<file path="config.mk">
export PLATFORM = sky130hd
export DESIGN_NAME = xadac_axi_responder_flat
export DESIGN_NICKNAME = d
export VERILOG_FILES = /design/src/rtl/xadac_pkg.sv /design/src/rtl/xadac_axi_bus.sv /design/src/rtl/xadac_axi_responder.sv /design/src/flat_wrapper.sv
export SDC_FILE = /design/constraint.sdc
export NUM_CORES = 1
export LEC_CHECK = 0
export ABC_AREA = 1
export CAP_MARGIN = 20
export CORE_MARGIN = 5
export CORE_UTILIZATION = 35
export CTS_CLUSTER_SIZE = 8
export DETAILED_ROUTE_END_ITERATION = 10
export PLACE_DENSITY = 0.7
export SLEW_MARGIN = 20
export SYNTH_ARGS = -nofsm -noshare
export SYNTH_HDL_FRONTEND = slang
export SYNTH_SLANG_ARGS = --single-unit
</file>
<file path="constraint.sdc">
create_clock -name clk -period 1.6 [get_ports clk]
set_input_delay 0.32 -clock clk [delete_from_list [all_inputs] [get_ports clk]]
set_output_delay 0.32 -clock clk [all_outputs]
set_load 0.05 [all_outputs]
</file>
<file path="src/rtl/xadac_pkg.sv">
// Shared types for the xadac vector AXI blocks: AXI id/address/size types,
// AXI response codes and the state encoding of the single-beat AXI responder.
package xadac_pkg;

    localparam int unsigned IdWidth   = 4;
    localparam int unsigned AddrWidth = 32;

    typedef logic [IdWidth-1:0]   IdT;
    typedef logic [AddrWidth-1:0] AddrT;
    typedef logic [2:0]           SizeT;

    localparam logic [1:0] AxiRespOkay   = 2'b00;
    localparam logic [1:0] AxiRespDecerr = 2'b11;

    typedef enum logic [2:0] {
        StIdle,
        StWrReq,
        StWrResp,
        StRdReq,
        StRdWait,
        StRdResp
    } resp_state_e;

endpackage

</file>
<file path="src/rtl/xadac_axi_bus.sv">
// Single-beat AXI bus bundle carrying the channel fields the xadac blocks use.
interface AXI_BUS #(
    parameter int unsigned DataWidth = 32,
    parameter int unsigned UserWidth = 1
);
    import xadac_pkg::*;

    IdT                     aw_id;
    AddrT                   aw_addr;
    logic                   aw_valid;
    logic                   aw_ready;
    logic [DataWidth-1:0]   w_data;
    logic [DataWidth/8-1:0] w_strb;
    logic                   w_valid;
    logic                   w_ready;
    IdT                     b_id;
    logic [1:0]             b_resp;
    logic [UserWidth-1:0]   b_user;
    logic                   b_valid;
    logic                   b_ready;
    IdT                     ar_id;
    AddrT                   ar_addr;
    logic                   ar_valid;
    logic                   ar_ready;
    IdT                     r_id;
    logic [DataWidth-1:0]   r_data;
    logic [1:0]             r_resp;
    logic                   r_last;
    logic [UserWidth-1:0]   r_user;
    logic                   r_valid;
    logic                   r_ready;

    modport Slave (
        input  aw_id, aw_addr, aw_valid, w_data, w_strb, w_valid, b_ready,
        input  ar_id, ar_addr, ar_valid, r_ready,
        output aw_ready, w_ready, b_id, b_resp, b_user, b_valid, ar_ready,
        output r_id, r_data, r_resp, r_last, r_user, r_valid
    );

    modport Master (
        output aw_id, aw_addr, aw_valid, w_data, w_strb, w_valid, b_ready,
        output ar_id, ar_addr, ar_valid, r_ready,
        input  aw_ready, w_ready, b_id, b_resp, b_user, b_valid, ar_ready,
        input  r_id, r_data, r_resp, r_last, r_user, r_valid
    );

endinterface

</file>
<file path="src/rtl/xadac_axi_responder.sv">
// Single-beat AXI slave terminating reads and writes on a req/gnt SRAM port.
// One transaction in flight; reads and writes alternate when both are pending.
// Optional build macro: XADAC_AXI_RESPONDER_RANGE_CHECK_EN answers addresses outside
// [BaseAddr, BaseAddr+RegionBytes) with DECERR without touching memory.
module xadac_axi_responder
    import xadac_pkg::*;
#(
    parameter int unsigned     DataWidth    = 32,
    parameter int unsigned     MemAddrWidth = 16,
    parameter AddrT            BaseAddr     = '0,
    parameter longint unsigned RegionBytes  = 64'd262144
) (
    input  logic                    clk,
    input  logic                    rstn,
    AXI_BUS.Slave                   slv,
    output logic                    mem_req,
    output logic                    mem_we,
    output logic [MemAddrWidth-1:0] mem_addr,
    output logic [DataWidth-1:0]    mem_wdata,
    output logic [DataWidth/8-1:0]  mem_strb,
    input  logic                    mem_gnt,
    input  logic                    mem_rvalid,
    input  logic [DataWidth-1:0]    mem_rdata
);

    localparam int unsigned StrbWidth = DataWidth / 8;
    localparam int unsigned OffWidth  = $clog2(StrbWidth);

    typedef logic [DataWidth-1:0]    data_t;
    typedef logic [StrbWidth-1:0]    strb_t;
    typedef logic [MemAddrWidth-1:0] maddr_t;

    // Byte offset below the word is dropped; the word index wraps at the memory size.
    function automatic maddr_t word_addr(AddrT a);
        AddrT rel;
        rel = (a - BaseAddr) >> OffWidth;
        return rel[MemAddrWidth-1:0];
    endfunction

    resp_state_e state_q;
    logic   prio_rd_q;
    logic   aw_held_q, w_held_q, ar_held_q;
    logic   aw_ready_q, w_ready_q, ar_ready_q;
    IdT     aw_id_q, ar_id_q;
    AddrT   aw_addr_q, ar_addr_q;
    data_t  w_data_q;
    strb_t  w_strb_q;
    logic   mem_req_q, mem_we_q;
    maddr_t mem_addr_q;
    data_t  mem_wdata_q;
    strb_t  mem_strb_q;
    logic   b_valid_q, r_valid_q;
    IdT     b_id_q, r_id_q;
    logic [1:0] b_resp_q, r_resp_q;
    data_t  r_data_q;

    logic   aw_hs, w_hs, ar_hs;
    logic   aw_held_n, w_held_n, ar_held_n;
    IdT     aw_id_n, ar_id_n;
    AddrT   aw_addr_n, ar_addr_n;
    data_t  w_data_n;
    strb_t  w_strb_n;
    logic   start_wr, start_rd, wr_grant, rd_grant, wr_oor, rd_oor;
    logic   aw_held_d, w_held_d, ar_held_d;

`ifdef XADAC_AXI_RESPONDER_RANGE_CHECK_EN
    typedef logic [AddrWidth:0] ext_addr_t;
    localparam ext_addr_t RegionEnd = ext_addr_t'(BaseAddr) + ext_addr_t'(RegionBytes);

    function automatic logic out_of_range(AddrT a);
        return (ext_addr_t'(a) < ext_addr_t'(BaseAddr)) || (ext_addr_t'(a) >= RegionEnd);
    endfunction

    assign wr_oor = out_of_range(aw_addr_n);
    assign rd_oor = out_of_range(ar_addr_n);
`else
    assign wr_oor = 1'b0;
    assign rd_oor = 1'b0;
`endif

    // Latch contents including this cycle's handshakes, and the FSM start/clear decisions.
    // IDLE looks at the post-handshake view so a beat accepted now starts next cycle.
    always_comb begin
        aw_hs     = slv.aw_valid & aw_ready_q;
        w_hs      = slv.w_valid & w_ready_q;
        ar_hs     = slv.ar_valid & ar_ready_q;
        aw_held_n = aw_held_q | aw_hs;
        w_held_n  = w_held_q | w_hs;
        ar_held_n = ar_held_q | ar_hs;
        aw_id_n   = aw_hs ? slv.aw_id : aw_id_q;
        aw_addr_n = aw_hs ? slv.aw_addr : aw_addr_q;
        w_data_n  = w_hs ? slv.w_data : w_data_q;
        w_strb_n  = w_hs ? slv.w_strb : w_strb_q;
        ar_id_n   = ar_hs ? slv.ar_id : ar_id_q;
        ar_addr_n = ar_hs ? slv.ar_addr : ar_addr_q;

        start_wr  = (state_q == StIdle) & aw_held_n & w_held_n & (~ar_held_n | ~prio_rd_q);
        start_rd  = (state_q == StIdle) & ar_held_n & ~start_wr;
        wr_grant  = (state_q == StWrReq) & mem_gnt;
        rd_grant  = (state_q == StRdReq) & mem_gnt;

        aw_held_d = aw_held_n & ~(wr_grant | (start_wr & wr_oor));
        w_held_d  = w_held_n & ~(wr_grant | (start_wr & wr_oor));
        ar_held_d = ar_held_n & ~(rd_grant | (start_rd & rd_oor));
    end

    // Input latches, registered readies, and the transaction FSM with its registered outputs.
    always_ff @(posedge clk or negedge rstn) begin
        if (!rstn) begin
            state_q     <= StIdle;
            prio_rd_q   <= 1'b0;
            aw_held_q   <= 1'b0;
            w_held_q    <= 1'b0;
            ar_held_q   <= 1'b0;
            aw_ready_q  <= 1'b0;
            w_ready_q   <= 1'b0;
            ar_ready_q  <= 1'b0;
            aw_id_q     <= '0;
            aw_addr_q   <= '0;
            w_data_q    <= '0;
            w_strb_q    <= '0;
            ar_id_q     <= '0;
            ar_addr_q   <= '0;
            mem_req_q   <= 1'b0;
            mem_we_q    <= 1'b0;
            mem_addr_q  <= '0;
            mem_wdata_q <= '0;
            mem_strb_q  <= '0;
            b_valid_q   <= 1'b0;
            b_id_q      <= '0;
            b_resp_q    <= AxiRespOkay;
            r_valid_q   <= 1'b0;
            r_id_q      <= '0;
            r_data_q    <= '0;
            r_resp_q    <= AxiRespOkay;
        end else begin
            aw_held_q  <= aw_held_d;
            w_held_q   <= w_held_d;
            ar_held_q  <= ar_held_d;
            aw_ready_q <= ~aw_held_d;
            w_ready_q  <= ~w_held_d;
            ar_ready_q <= ~ar_held_d;
            aw_id_q    <= aw_id_n;
            aw_addr_q  <= aw_addr_n;
            w_data_q   <= w_data_n;
            w_strb_q   <= w_strb_n;
            ar_id_q    <= ar_id_n;
            ar_addr_q  <= ar_addr_n;

            unique case (state_q)
                StIdle: begin
                    if (start_wr) begin
                        prio_rd_q <= ~prio_rd_q;
                        if (wr_oor) begin
                            state_q   <= StWrResp;
                            b_valid_q <= 1'b1;
                            b_id_q    <= aw_id_n;
                            b_resp_q  <= AxiRespDecerr;
                        end else begin
                            state_q     <= StWrReq;
                            mem_req_q   <= 1'b1;
                            mem_we_q    <= 1'b1;
                            mem_addr_q  <= word_addr(aw_addr_n);
                            mem_wdata_q <= w_data_n;
                            mem_strb_q  <= w_strb_n;
                        end
                    end else if (start_rd) begin
                        prio_rd_q <= ~prio_rd_q;
                        if (rd_oor) begin
                            state_q   <= StRdResp;
                            r_valid_q <= 1'b1;
                            r_id_q    <= ar_id_n;
                            r_data_q  <= '0;
                            r_resp_q  <= AxiRespDecerr;
                        end else begin
                            state_q     <= StRdReq;
                            mem_req_q   <= 1'b1;
                            mem_we_q    <= 1'b0;
                            mem_addr_q  <= word_addr(ar_addr_n);
                            mem_wdata_q <= '0;
                            mem_strb_q  <= '0;
                        end
                    end
                end
                StWrReq: begin
                    if (mem_gnt) begin
                        state_q   <= StWrResp;
                        mem_req_q <= 1'b0;
                        mem_we_q  <= 1'b0;
                        b_valid_q <= 1'b1;
                        b_id_q    <= aw_id_q;
                        b_resp_q  <= AxiRespOkay;
                    end
                end
                StWrResp: begin
                    if (slv.b_ready) begin
                        state_q   <= StIdle;
                        b_valid_q <= 1'b0;
                    end
                end
                StRdReq: begin
                    if (mem_gnt) begin
                        state_q   <= StRdWait;
                        mem_req_q <= 1'b0;
                        // The AR latch may refill after the grant, so keep the id here.
                        r_id_q    <= ar_id_q;
                    end
                end
                StRdWait: begin
                    if (mem_rvalid) begin
                        state_q   <= StRdResp;
                        r_valid_q <= 1'b1;
                        r_data_q  <= mem_rdata;
                        r_resp_q  <= AxiRespOkay;
                    end
                end
                StRdResp: begin
                    if (slv.r_ready) begin
                        state_q   <= StIdle;
                        r_valid_q <= 1'b0;
                    end
                end
                default: state_q <= StIdle;
            endcase
        end
    end

    assign slv.aw_ready = aw_ready_q;
    assign slv.w_ready  = w_ready_q;
    assign slv.ar_ready = ar_ready_q;
    assign slv.b_valid  = b_valid_q;
    assign slv.b_id     = b_id_q;
    assign slv.b_resp   = b_resp_q;
    assign slv.b_user   = '0;
    assign slv.r_valid  = r_valid_q;
    assign slv.r_id     = r_id_q;
    assign slv.r_data   = r_data_q;
    assign slv.r_resp   = r_resp_q;
    // Every beat is the last one; tied to r_valid so the bus idles at zero.
    assign slv.r_last   = r_valid_q;
    assign slv.r_user   = '0;

    assign mem_req   = mem_req_q;
    assign mem_we    = mem_we_q;
    assign mem_addr  = mem_addr_q;
    assign mem_wdata = mem_wdata_q;
    assign mem_strb  = mem_strb_q;

endmodule

</file>
<file path="src/flat_wrapper.sv">
// flat-port wrapper written by rule: the top's interface ports become plain ports
module xadac_axi_responder_flat import xadac_pkg::*;
#(
    parameter int unsigned     DataWidth    = 32,
    parameter int unsigned     MemAddrWidth = 16,
    parameter AddrT            BaseAddr     = '0,
    parameter longint unsigned RegionBytes  = 64'd262144
)
  (clk, rstn, mem_req, mem_we, mem_addr, mem_wdata, mem_strb, mem_gnt, mem_rvalid, mem_rdata, slv_aw_id, slv_aw_addr, slv_aw_valid, slv_w_data, slv_w_strb, slv_w_valid, slv_b_ready, slv_ar_id, slv_ar_addr, slv_ar_valid, slv_r_ready, slv_aw_ready, slv_w_ready, slv_b_id, slv_b_resp, slv_b_user, slv_b_valid, slv_ar_ready, slv_r_id, slv_r_data, slv_r_resp, slv_r_last, slv_r_user, slv_r_valid);
  AXI_BUS #(.DataWidth(DataWidth)) slv_i ();
  input  logic clk;
  input  logic rstn;
  output logic mem_req;
  output logic mem_we;
  output logic [MemAddrWidth-1:0] mem_addr;
  output logic [DataWidth-1:0] mem_wdata;
  output logic [DataWidth/8-1:0] mem_strb;
  input  logic mem_gnt;
  input  logic mem_rvalid;
  input  logic [DataWidth-1:0] mem_rdata;
  input wire logic [$bits(slv_i.aw_id)-1:0] slv_aw_id;
  input wire logic [$bits(slv_i.aw_addr)-1:0] slv_aw_addr;
  input wire logic [$bits(slv_i.aw_valid)-1:0] slv_aw_valid;
  input wire logic [$bits(slv_i.w_data)-1:0] slv_w_data;
  input wire logic [$bits(slv_i.w_strb)-1:0] slv_w_strb;
  input wire logic [$bits(slv_i.w_valid)-1:0] slv_w_valid;
  input wire logic [$bits(slv_i.b_ready)-1:0] slv_b_ready;
  input wire logic [$bits(slv_i.ar_id)-1:0] slv_ar_id;
  input wire logic [$bits(slv_i.ar_addr)-1:0] slv_ar_addr;
  input wire logic [$bits(slv_i.ar_valid)-1:0] slv_ar_valid;
  input wire logic [$bits(slv_i.r_ready)-1:0] slv_r_ready;
  output wire logic [$bits(slv_i.aw_ready)-1:0] slv_aw_ready;
  output wire logic [$bits(slv_i.w_ready)-1:0] slv_w_ready;
  output wire logic [$bits(slv_i.b_id)-1:0] slv_b_id;
  output wire logic [$bits(slv_i.b_resp)-1:0] slv_b_resp;
  output wire logic [$bits(slv_i.b_user)-1:0] slv_b_user;
  output wire logic [$bits(slv_i.b_valid)-1:0] slv_b_valid;
  output wire logic [$bits(slv_i.ar_ready)-1:0] slv_ar_ready;
  output wire logic [$bits(slv_i.r_id)-1:0] slv_r_id;
  output wire logic [$bits(slv_i.r_data)-1:0] slv_r_data;
  output wire logic [$bits(slv_i.r_resp)-1:0] slv_r_resp;
  output wire logic [$bits(slv_i.r_last)-1:0] slv_r_last;
  output wire logic [$bits(slv_i.r_user)-1:0] slv_r_user;
  output wire logic [$bits(slv_i.r_valid)-1:0] slv_r_valid;
  assign slv_i.aw_id = slv_aw_id;
  assign slv_i.aw_addr = slv_aw_addr;
  assign slv_i.aw_valid = slv_aw_valid;
  assign slv_i.w_data = slv_w_data;
  assign slv_i.w_strb = slv_w_strb;
  assign slv_i.w_valid = slv_w_valid;
  assign slv_i.b_ready = slv_b_ready;
  assign slv_i.ar_id = slv_ar_id;
  assign slv_i.ar_addr = slv_ar_addr;
  assign slv_i.ar_valid = slv_ar_valid;
  assign slv_i.r_ready = slv_r_ready;
  assign slv_aw_ready = slv_i.aw_ready;
  assign slv_w_ready = slv_i.w_ready;
  assign slv_b_id = slv_i.b_id;
  assign slv_b_resp = slv_i.b_resp;
  assign slv_b_user = slv_i.b_user;
  assign slv_b_valid = slv_i.b_valid;
  assign slv_ar_ready = slv_i.ar_ready;
  assign slv_r_id = slv_i.r_id;
  assign slv_r_data = slv_i.r_data;
  assign slv_r_resp = slv_i.r_resp;
  assign slv_r_last = slv_i.r_last;
  assign slv_r_user = slv_i.r_user;
  assign slv_r_valid = slv_i.r_valid;
  xadac_axi_responder #(.DataWidth(DataWidth), .MemAddrWidth(MemAddrWidth), .BaseAddr(BaseAddr), .RegionBytes(RegionBytes)) u_core (.clk(clk), .rstn(rstn), .slv(slv_i), .mem_req(mem_req), .mem_we(mem_we), .mem_addr(mem_addr), .mem_wdata(mem_wdata), .mem_strb(mem_strb), .mem_gnt(mem_gnt), .mem_rvalid(mem_rvalid), .mem_rdata(mem_rdata));
endmodule
</file>
==> results of run 1 <==
## power breakdown
group	internal (uW)	leakage [uW]	switching (uW)
combinational	3710	0.00290	7050
clock	2840	0.000315	1820
sequential	6510	0.00230	857
total	13100	0.00552	9740
## per-stage QoR
step	utilization [%]	setup slack, ps
after floorplan	-	23.1
after CTS	51.5	23.4
final	51.5	69.9
after detailed placement	48.2	-252
after global routing	51.5	0.689
after global placement	48.2	-250
## registers in the layout, indices dropped and copies added, names as in the netlist, 3 cells and up
| name | flops |
|---|---|
| u_core.ar_addr_q | 16 |
| u_core.ar_id_q | 4 |
| u_core.aw_addr_q | 16 |
| u_core.aw_id_q | 4 |
| u_core.mem_addr | 16 |
| u_core.mem_strb | 4 |
| u_core.mem_wdata | 32 |
| u_core.slv.b_id | 4 |
| u_core.slv.r_data | 32 |
| u_core.slv.r_id | 4 |
| u_core.state_q | 3 |
| u_core.w_data_q | 32 |
| u_core.w_strb_q | 4 |
## cell families (layout without fill, tap and decap cells)
logic type             Yosys count  count (layout)  synth area share, %
AND/OR/NAND/NOR                473             473                 25.5
AO/OA/AOI/OAI                   22              22                 1.60
XOR/XNOR                         1               1                0.121
flip-flops                     182             182                 62.7
other                            1               6               0.0516
buffers and inverters           67             318                 5.01
multiplexers                    32              32                 4.96
## layout by cell type, fill, tap and decap left out, types with 2 or more instances in the layout
master / netlist / final
nand2_1: 448 / 448
dfrtp_1: 182 / 178
buf_4: 8 / 119
clkdlybuf4s50_1: 0 / 115
mux2_2: 32 / 32
inv_1: 26 / 26
buf_12: 0 / 19
o21ai_0: 18 / 18
clkbuf_16: 0 / 17
nor2_1: 7 / 7
conb_1: 1 / 6
nand3_1: 5 / 5
bufinv_16: 0 / 5
inv_6: 0 / 4
dfrtp_2: 0 / 4
nand2_4: 3 / 3
nand2_2: 2 / 2
inv_2: 2 / 2
a21oi_1: 2 / 2
inv_4: 2 / 2
clkbuf_8: 0 / 2
clkinvlp_4: 0 / 2
## final cells by class
| class | instances | area, um2 | area share (%) |
|---|---|---|---|
| timing repair buffer | 255 | 2450 | 23.3 |
| clock buffer | 19 | 443 | 4.22 |
| sequential | 182 | 4560 | 43.5 |
| tap | 270 | 338 | 3.22 |
| clock inverter | 13 | 214 | 2.04 |
| inverter | 31 | 121 | 1.16 |
| multi-input combinational | 534 | 2360 | 22.5 |
## repair_timing
| action | in CTS | in global routing |
|---|---|---|
| endpoints found under the setup margin | 0 | 12 |
| resized for setup | 0 | 1 |
| hold buffers | 1 | 0 |
| endpoints found under the hold margin | 35 | 0 |
## per-layer routing
metal	vias up	track usage, %	wire length, um
met4	0	4.42	244
met5	-	0	0
met3	22	5.00	1410
met2	194	26.3	8990
met1	2726	21.2	8390
li1	2855	-	-
## critical path: stages (launching register included)
cell	delay [ps]
dfrtp_1	440
nor2_8	180
nand2_4	80
nor2_4	120
nand2_4	80
buf_4	210
nand2_1	110
nand2_1	70
nand2_1	70
nand2_1	50
## worst max-delay path by stage
stage	endpoint	slack, ps	cells past startpoint
finish	u_core.mem_addr[12]	70	9
global route	u_core.mem_addr[14]	0.7	10
CTS	u_core.mem_addr[12]	20	9
detailed placement	u_core.mem_addr[12]	-250	10
global placement	u_core.mem_addr[7]	-250	10
floorplan	u_core.mem_addr[10]	20	10
==> metrics.cfg, run 1 <==
[power]
power.density_nw_per_um2=2170
ir_drop_v=0.00109
power_leakage_uw=0.00552
p_total_uw=22800

[floorplan]
die_h_um=154
core-area_um2=20400
dieArea_um2=23700
io_pins=255
die_width_um=154
fp-row-count=52
initial_utilization_pct=35.7

[logic_synthesis]
synthCells=778
yosysMostFrequentCell=nand2_1
synth_edf_count=0
synth_area_per_cell_um2=9.34
synth_ff_type=dfrtp_1
ys_async_sr_fraction_pct=100
ys_ff_latch=182
ys_top_cells_by_area=dfrtp_1, nand2_1, mux2_2
ys_seq_area_share_pct=62.7
ys_warn_count=0
ys_types=30
synth_top_area_share_pct=62.7
yosys-top-cells-count=nand2_1, dfrtp_1, mux2_2
netlist_area_um2=7260
synth_top_area_cell=dfrtp_1

[sta]
whs_ps=382
setup_viol=0
period_minus_slack_ps=1530
finalMaxSlewViolations=0
rsz0062_at_grt=no
clock.fmax_ghz=0.654
hold_viol_final=0
clock-skew-final_ps=18.6
fin_crit_sh_pct=95.6
tns_ps=0

[layout]
layout.nets=1170
area_delta_synth_final_pct=44.4
diodes=0
final-instance-count-excl-fill=1304
drive_gt1_share_pct=21.2
num-fill-cells=1867
final_area_um2=10500

[detailed_routing]
drt_iter0_drc=226
drc=0
ant_nets=0
drt_wl_total_um=19000
wl_per_cell_um=14.6
via_per_inst=4.45
via_count=5797
dr.pass1.iters=4

[job]
maxCapViolations=0

[clock_tree]
clock_path_buffers=2
cts_tree=done
cts_root_buf=clkbuf_16
cts_made_buffers=17
post_cts_buffers=0
clock-sinks=182
path_clk_slew_ps=70
htree_levels=4
insertion_delay_ps=430

[setup_path]
ff2ff_setup_slack_ps=70
crit_path_end_kind=flip-flop
cp.required_ps=1920
crit_arrival_ps=1850
r2r-end=u_core.mem_addr[12]
rr_startpoint=u_core.state_q[1]
cp-start-kind=flip-flop
startpoint=u_core.state_q[1]
cp_max_fo=16
worst-r2r-cell-count=9
path_class=flip-flop to flip-flop

[placed_design]
dpl.cell_count=1271
place.port_buffers=216
gp_congestion=0.806
place_hpwl_um=13500
place_area_um2=9820

[status]
outcome=completed

[global_route]
grt_start_max_net_pins=43
grt_pass1_vias=6034
antenna_found_initial=0
grt_pass1_wl_um=30900
grt.overflow.total=0
grt_usage_pct=16.2

[worst_hold_path]
hold_path.class=input port to async pin

(Power assumes the default switching activity.)
==> run 2, diff against run 1 <==
CTS_CLUSTER_DIAMETER = 80   (was unset)
==> results of run 2 <==
No change in the layout: final DEF, timing and power equal those of run 1.
